`src/rtl/uart_time_cmd_parser.sv`:
```
// uart_time_cmd_parser
// Parses "Thhmmss<CR>" from a byte stream and presents the time as binary
// fields with a one-cycle load strobe. Malformed or stalled commands are
// dropped with a one-cycle error strobe. A 'T' always (re)starts a command.
module uart_time_cmd_parser #(
   parameter int CLOCK_FREQ     = 50000000,
   parameter int TIMEOUT_CYCLES = CLOCK_FREQ
) (
   input  logic       clk,
   input  logic       reset,
   input  logic [7:0] rx_data,
   input  logic       rx_valid,
   output logic [4:0] set_hours,
   output logic [5:0] set_minutes,
   output logic [5:0] set_seconds,
   output logic       set_load,
   output logic       cmd_error,
   output logic       busy
);

   // Counter holds 0..TIMEOUT_CYCLES-1; expiry is detected on the last value.
   localparam int                CNT_W    = $clog2(TIMEOUT_CYCLES);
   localparam logic [CNT_W-1:0]  CNT_LAST = CNT_W'(TIMEOUT_CYCLES - 1);
   localparam logic [CNT_W-1:0]  CNT_ZERO = {CNT_W{1'b0}};

   localparam logic [7:0] CHAR_T  = 8'h54;
   localparam logic [7:0] CHAR_CR = 8'h0D;

   // Encoding is sequential so a good byte advances with state_r + 1.
   typedef enum logic [2:0] {
      IDLE = 3'd0,
      H10  = 3'd1,
      H1   = 3'd2,
      M10  = 3'd3,
      M1   = 3'd4,
      S10  = 3'd5,
      S1   = 3'd6,
      TERM = 3'd7
   } state_t;

   state_t           state_r, state_s;
   logic [CNT_W-1:0] cnt_r, cnt_s;
   logic [3:0]       h10_r, h1_r, m10_r, m1_r, s10_r, s1_r;
   logic             err_s, load_s, cap_s, ok_s, is_digit_s;
   logic [3:0]       digit_s;

   // For an ASCII digit the low nibble equals rx_data - 0x30.
   assign is_digit_s = (rx_data >= 8'h30) && (rx_data <= 8'h39);
   assign digit_s    = rx_data[3:0];
   assign busy       = (state_r != IDLE);

   // Next-state, byte validation, strobes and timeout counter.
   always_comb begin
      state_s = state_r;
      cnt_s   = cnt_r;
      err_s   = 1'b0;
      load_s  = 1'b0;
      cap_s   = 1'b0;
      ok_s    = 1'b0;

      case (state_r)
         H10:      ok_s = is_digit_s && (digit_s <= 4'd2);
         H1:       ok_s = is_digit_s && ((h10_r != 4'd2) || (digit_s <= 4'd3));
         M10, S10: ok_s = is_digit_s && (digit_s <= 4'd5);
         M1, S1:   ok_s = is_digit_s;
         TERM:     ok_s = (rx_data == CHAR_CR);
         default:  ok_s = 1'b0;
      endcase

      if (rx_valid) begin
         // A byte always clears the counter, even on the expiry cycle.
         cnt_s = CNT_ZERO;
         if (rx_data == CHAR_T) begin
            state_s = H10;
            err_s   = (state_r != IDLE);
         end else if (state_r == IDLE) begin
            state_s = IDLE;
         end else if (!ok_s) begin
            state_s = IDLE;
            err_s   = 1'b1;
         end else if (state_r == TERM) begin
            state_s = IDLE;
            load_s  = 1'b1;
         end else begin
            state_s = state_t'(state_r + 3'd1);
            cap_s   = 1'b1;
         end
      end else if (state_r != IDLE) begin
         if (cnt_r == CNT_LAST) begin
            state_s = IDLE;
            err_s   = 1'b1;
            cnt_s   = CNT_ZERO;
         end else begin
            state_s = state_r;
            cnt_s   = cnt_r + {{(CNT_W-1){1'b0}}, 1'b1};
         end
      end else begin
         state_s = IDLE;
         cnt_s   = CNT_ZERO;
      end
   end

   // State, timeout counter and digit capture registers.
   always_ff @(posedge clk) begin
      if (reset) begin
         state_r <= IDLE;
         cnt_r   <= CNT_ZERO;
         h10_r   <= 4'd0;
         h1_r    <= 4'd0;
         m10_r   <= 4'd0;
         m1_r    <= 4'd0;
         s10_r   <= 4'd0;
         s1_r    <= 4'd0;
      end else begin
         state_r <= state_s;
         cnt_r   <= cnt_s;
         if (cap_s) begin
            case (state_r)
               H10:     h10_r <= digit_s;
               H1:      h1_r  <= digit_s;
               M10:     m10_r <= digit_s;
               M1:      m1_r  <= digit_s;
               S10:     s10_r <= digit_s;
               S1:      s1_r  <= digit_s;
               default: ;
            endcase
         end
      end
   end

   // Registered strobes and time outputs; set_* change only on a load.
   always_ff @(posedge clk) begin
      if (reset) begin
         set_load    <= 1'b0;
         cmd_error   <= 1'b0;
         set_hours   <= 5'd0;
         set_minutes <= 6'd0;
         set_seconds <= 6'd0;
      end else begin
         set_load  <= load_s;
         cmd_error <= err_s;
         if (load_s) begin
            set_hours   <= (5'(h10_r) * 5'd10) + 5'(h1_r);
            set_minutes <= (6'(m10_r) * 6'd10) + 6'(m1_r);
            set_seconds <= (6'(s10_r) * 6'd10) + 6'(s1_r);
         end
      end
   end

endmodule
```
`config.mk`:
```
export PLATFORM = sky130hd
export DESIGN_NAME = uart_time_cmd_parser
export DESIGN_NICKNAME = d
export VERILOG_FILES = /design/src/rtl/uart_time_cmd_parser.sv
export SDC_FILE = /design/constraint.sdc
export NUM_CORES = 1
export LEC_CHECK = 0
export CORE_AREA = 10 10 97 99
export CTS_CLUSTER_DIAMETER = 30
export DETAILED_ROUTE_END_ITERATION = 8
export DIE_AREA = 0 0 107 109
export PLACE_DENSITY = 0.71
export RECOVER_POWER = 50
export SETUP_SLACK_MARGIN = 0.4
export SYNTH_ARGS = -nofsm -noshare
export SYNTH_HDL_FRONTEND = slang
export SYNTH_SLANG_ARGS = --single-unit
```
`constraint.sdc`:
```
create_clock -name clk -period 2.01 [get_ports clk]
set_input_delay 0.3015 -clock clk [delete_from_list [all_inputs] [get_ports clk]]
set_output_delay 0.3015 -clock clk [all_outputs]
set_load 0.01 [all_outputs]
```
==> reports/metrics.cfg <==
[run_status]
status=finished, violations left
violations=setup timing

[clocking]
clock-root-buffer=clkbuf_8
htree_levels=3
clk_latency_ns=0.37
cts_buffer_depth=2
clkTransAtPathRegs_ns=0.08
cts-buffers-inserted=9
cts_tree=done
cts_sinks=72

[timing]
rsz0062_at_grt=true
finalHoldViolations=0
final.min_clock_period_ns=2.09
finalMaxSlewViolations=0
skew_ns=0.0118
fmax_ghz=0.480
tightest_slew_ns=0.441
worst_slack_ns=-0.0750
hold-worst-slack_ns=0.255
finalSetupTns_ns=-0.549
setup_viol=11
min_period_over_period_pct=104
slew_headroom_pct=70.4

[global_routing]
grt_pass1_vias=3146
grtUsageTotal_pct=15.4
overflow=0
grt_pass1_wl_um=14600
grt_max_degree=52
grt_antenna_before_repair=0

[cells_and_area]
antenna_cells=0
seq_area_sq_um=1470
syn2layout_area_growth_pct=44.5
nets=533
final_common_cell=dfxtp_1
fillers=557
drive_above_1_share_pct=36.7
multi_input_area_sq_um=2790
finalNonFillerCells=603
final_cell_mix=dfxtp_1, buf_4, nand2b_1, mux2i_1, xnor2_1

[pwr]
power.switching_mw=0.654
p_clk_share_pct=46.3
p_total_mw=2.87
p_leak_nw=2.15
power_density_nw_per_um2=519
irDropWorstVdd_mv=0.371
power_frac_comb_pct=4.3
swShare_pct=22.8
pwr-share-seq_pct=49.4
intPower_mw=2.22

[synth]
syn_avg_cell_area_sq_um=9.37
syn_inst=409
yosysSeqAreaShare_pct=37.6
synth_async_sr_flop_share_pct=0
synth.area.top_cells=dfxtp_1, ha_1, mux2i_1, nand2b_1, xnor2_1
syn_area_sq_um=3830
yosysTopAreaCellShare_pct=37.6
yosysUniqueCellTypes=51
synth_top_flop_cell=dfxtp_1
synth_top_area_cell=dfxtp_1
yosysWarnings=0
synth_seq_cells=72
synth_edf_count=0
syn_nets=446

[setup_path]
end_kind=flip-flop
cp_max_fo=14
cp.arrival_ns=2.34
r2r_start=state_r[1]
start_kind=flip-flop
critPathKind=reg2reg
startpoint=state_r[1]
required_ns=2.27

[placement]
routabilityCongestion=0.862
hpwlAfterDp_um=5940
numPortBuffers=30
dp_cells=562

[routing]
drt_pass1_iterations=4
drt-total-wl_um=9730
antenna_left=0
routed_via_density=5.30
drtIter0Drc=121
route.detailed.drc=0
num_vias=3194
avgRoutedWirePerCell_um=16.1

[die]
die-area_sq_um=11700
core-area_sq_um=7530
std_cell_rows=32
die_w_um=107
num_io_pins=31
initial_utilization_pct=50.9
die_h_um=109

[job]
cap_violations=0

[min_path]
hold_path_class=in2reg
min_from=reset

==> final cells by class <==
cell class / instances / area share [%]
multi-input combinational: 305 / 50.4
clock inverter: 6 / 1.63
inverter: 16 / 1.18
clock buffer: 10 / 2.49
sequential: 72 / 26.5
tap: 102 / 2.31
timing repair buffer: 92 / 15.4
==> path summary, 6_finish.rpt <==
| kind | cells past startpoint | slack [ns] | end |
|---|---|---|---|
| worst max register to register | 7 | -0.08 | set_seconds[3] |
| worst min register to register | 1 | 0.45 | cnt_r[0] |
| worst min-delay path | 2 | 0.25 | set_load |
| worst max-delay path | 7 | -0.08 | set_seconds[3] |
==> cell usage after synthesis, drive strengths merged, types with 4 or more instances <==
| cell | number |
|---|---|
| a21oi | 5 |
| and3 | 4 |
| and4 | 5 |
| clkbuf | 13 |
| dfxtp | 72 |
| ha | 23 |
| inv | 16 |
| mux2 | 11 |
| mux2i | 27 |
| nand2 | 17 |
| nand2b | 39 |
| nand3 | 12 |
| nand3b | 4 |
| nor2 | 45 |
| nor2b | 17 |
| nor3 | 15 |
| o21ai | 6 |
| or4 | 4 |
| xnor2 | 25 |
| xor2 | 11 |
==> metrics by stage <==
stage	setup WS [ns]	area, sq um	util [%]
2_1_floorplan	-0.0738	4040	-
3_3_place_gp	-0.457	4650	61.7
3_5_place_dp	-0.497	4650	61.7
4_1_cts	-0.0718	5150	68.5
5_1_grt	-0.118	5540	73.6
6_report	-0.0750	5540	73.6
==> critical path, cell delays in order, from the launching register on <==
cell and delay [ns]:
dfxtp_4 0.41, ha_4 0.17, ha_4 0.14, nand4b_1 0.08, or4_4 0.45, o22ai_4 0.21, buf_12 0.17, mux2_2 0.34
==> cell families after synthesis <==
kind of cell | after synthesis | share of synthesized area (%)
simple gates | 179 | 25.7
xor+xnor | 36 | 8.23
buf+inv | 32 | 3.69
flops | 72 | 37.6
mux | 38 | 10.7
fa+ha+maj | 26 | 9.08
compound gates | 26 | 5.00
==> state kept, by name (all words and copies together), names as in the netlist <==
name and flops:
cnt_r 26, set_minutes 6, set_seconds 6, set_hours 5, h10_r 4, h1_r 4, m10_r 4, m1_r 4
s10_r 4, s1_r 4, state_r 3, cmd_error 1, set_load 1
==> power groups by stage <==
stage | Combinational, mW | Clock [mW] | Sequential, mW
after floorplan | 0.0460 | 0 | 1.46
after global placement | 0.104 | 0 | 1.46
after detailed placement | 0.106 | 0 | 1.46
after CTS | 0.117 | 1.34 | 1.42
after global routing | 0.131 | 1.41 | 1.42
final | 0.123 | 1.33 | 1.42
==> per-layer routing <==
| metal | wire [um] | global-route usage (%) | vias to the layer above |
|---|---|---|---|
| met3 | 405 | 3.60 | 27 |
| li1 | - | - | 1564 |
| met1 | 3920 | 17.4 | 1536 |
| met5 | 0 | 0 | - |
| met2 | 5110 | 26.4 | 67 |
| met4 | 301 | 8.51 | 0 |
==> timing repair <==
action                                 CTS  global route
buffers inserted                        16             6
cloned                                   0             3
pin swaps                               14            38
endpoints found under the hold margin    0             0
hold buffers                             0             0
setup endpoints to repair               72            73
gates resized for setup                 50            85
No activity file was read; power rests on OpenSTA's default activity.
==> edit (same settings) <==
Make the reset (`reset`) asynchronous in 2 clocked blocks.
--- a/src/rtl/uart_time_cmd_parser.sv
+++ b/src/rtl/uart_time_cmd_parser.sv
@@ -103,3 +103,3 @@
    // State, timeout counter and digit capture registers.
-   always_ff @(posedge clk) begin
+   always_ff @(posedge clk or posedge reset) begin
       if (reset) begin
@@ -131,3 +131,3 @@
    // Registered strobes and time outputs; set_* change only on a load.
-   always_ff @(posedge clk) begin
+   always_ff @(posedge clk or posedge reset) begin
       if (reset) begin
Behaviour: differs if reset is asserted again (counterexample within 4 cycles, from zero or initial values and one cycle with reset high); with reset held inactive, the same outputs for 10 cycles.
==> edit against the unedited design <==
  * Setup slack got worse by 160 ps
  * Fmax decreased by 7.2%
  * Final cell count decreased by 13%
  * Wire length decreased by 13%
  * Clock skew increased by 1.5 ps
  * Worst hold slack improved by 240 ps
  * Critical path type is now in2reg
  * Cell area decreased by 6.1%
  * Total power decreased by 8.3%
  * Count of clock-buffer cells in the layout increased by 2
  * Sequential cell count unchanged
  * Synthesized area decreased by 0.59%
  * Largest power group unchanged
  * The run still ends with negative setup slack left
  * Combinational power decreased by 27%
==> edit: results (changes against the unedited design) <==
failing checks negative setup slack (unchanged); worst r2r path cells 8 (was 7); CP max stage delay 520 ps (was 450 ps); Crit path max-delay family compound AO/OA/AOI/OAI gates (was simple AND/OR/NAND/NOR gates); skew final 13.2 ps (was 11.8 ps); placed cell count 487 (was 562); Area contributors post-synth dfrtp_1, mux2_2, ha_1 (was dfxtp_1, ha_1, mux2i_1); first-pass GRT wire length 13.3 mm (was 14.6 mm); Reg area 0.00181 mm2 (was 0.00147 mm2); crit path max fanout 6 (was 14); layout cells sized above 1 37.1% (was 36.7%); Worst Slack Setup Final -236 ps (was -75.0 ps); Multi-In Gates 230 (was 305); post-synth net total 366 (was 446); M1 wire length 3.47 mm (was 3.92 mm); GR Util met3 4.01% (was 3.60%); routed vias/inst 5.22 (was 5.30); register-to-register setup slack -160 ps (was -80 ps); post-route cell area 0.00520 mm2 (was 0.00554 mm2); multi-input combinational area share 42.7% (was 50.4%); WHS Endpoint h10_r[1]$_DFFE_PP0P_ (was set_load$_SDFF_PP0_); Internal Dissipation 2050 uW (was 2220 uW); DPL Wire Length 5.63 mm (was 5.94 mm); post-route setup TNS -5440 ps (was -549 ps); Avg Inst Size Synth 11.6 um2 (was 9.37 um2); status finished, violations left (unchanged); worst skew pair latency 350 ps (was 370 ps); CP startpoint rx_data[3] (was state_r[1]$_SDFFE_PP0P_); setup violators final 39 (was 11); GPL Wtd Cong 0.787 (was 0.862); final net count 453 (was 533)
[edit: changes by cell type after synthesis, sizes merged, moves of 5 or more]
cell    delta
dfrtp     +72
mux2i     -23
mux2      +24
dfxtp     -72
nand2      -6
nor2      -12
nand2b    -34
nor2b     -15
xor2       +5
clkbuf    -10
nor3      -11
[edit: power groups by stage]
| stage | Sequential [uW] | Combinational [uW] | Clock, uW |
|---|---|---|---|
| 2_1_floorplan | 1480 | 32.8 | 0 |
| 3_3_place_gp | 1480 | 90.7 | 0 |
| 3_5_place_dp | 1480 | 90.3 | 0 |
| 4_1_cts | 1450 | 90.8 | 1110 |
| 5_1_grt | 1450 | 97.2 | 1180 |
| 6_report | 1450 | 89.3 | 1100 |
[edit: timing repair]
| action | in CTS | in global routing |
|---|---|---|
| pin swaps | 10 | 16 |
| resized for setup | 32 | 55 |
| buffers inserted | 12 | 7 |
| endpoints found under the setup margin | 72 | 74 |
| hold endpoints to repair | 0 | 0 |
| gates cloned | 1 | 0 |
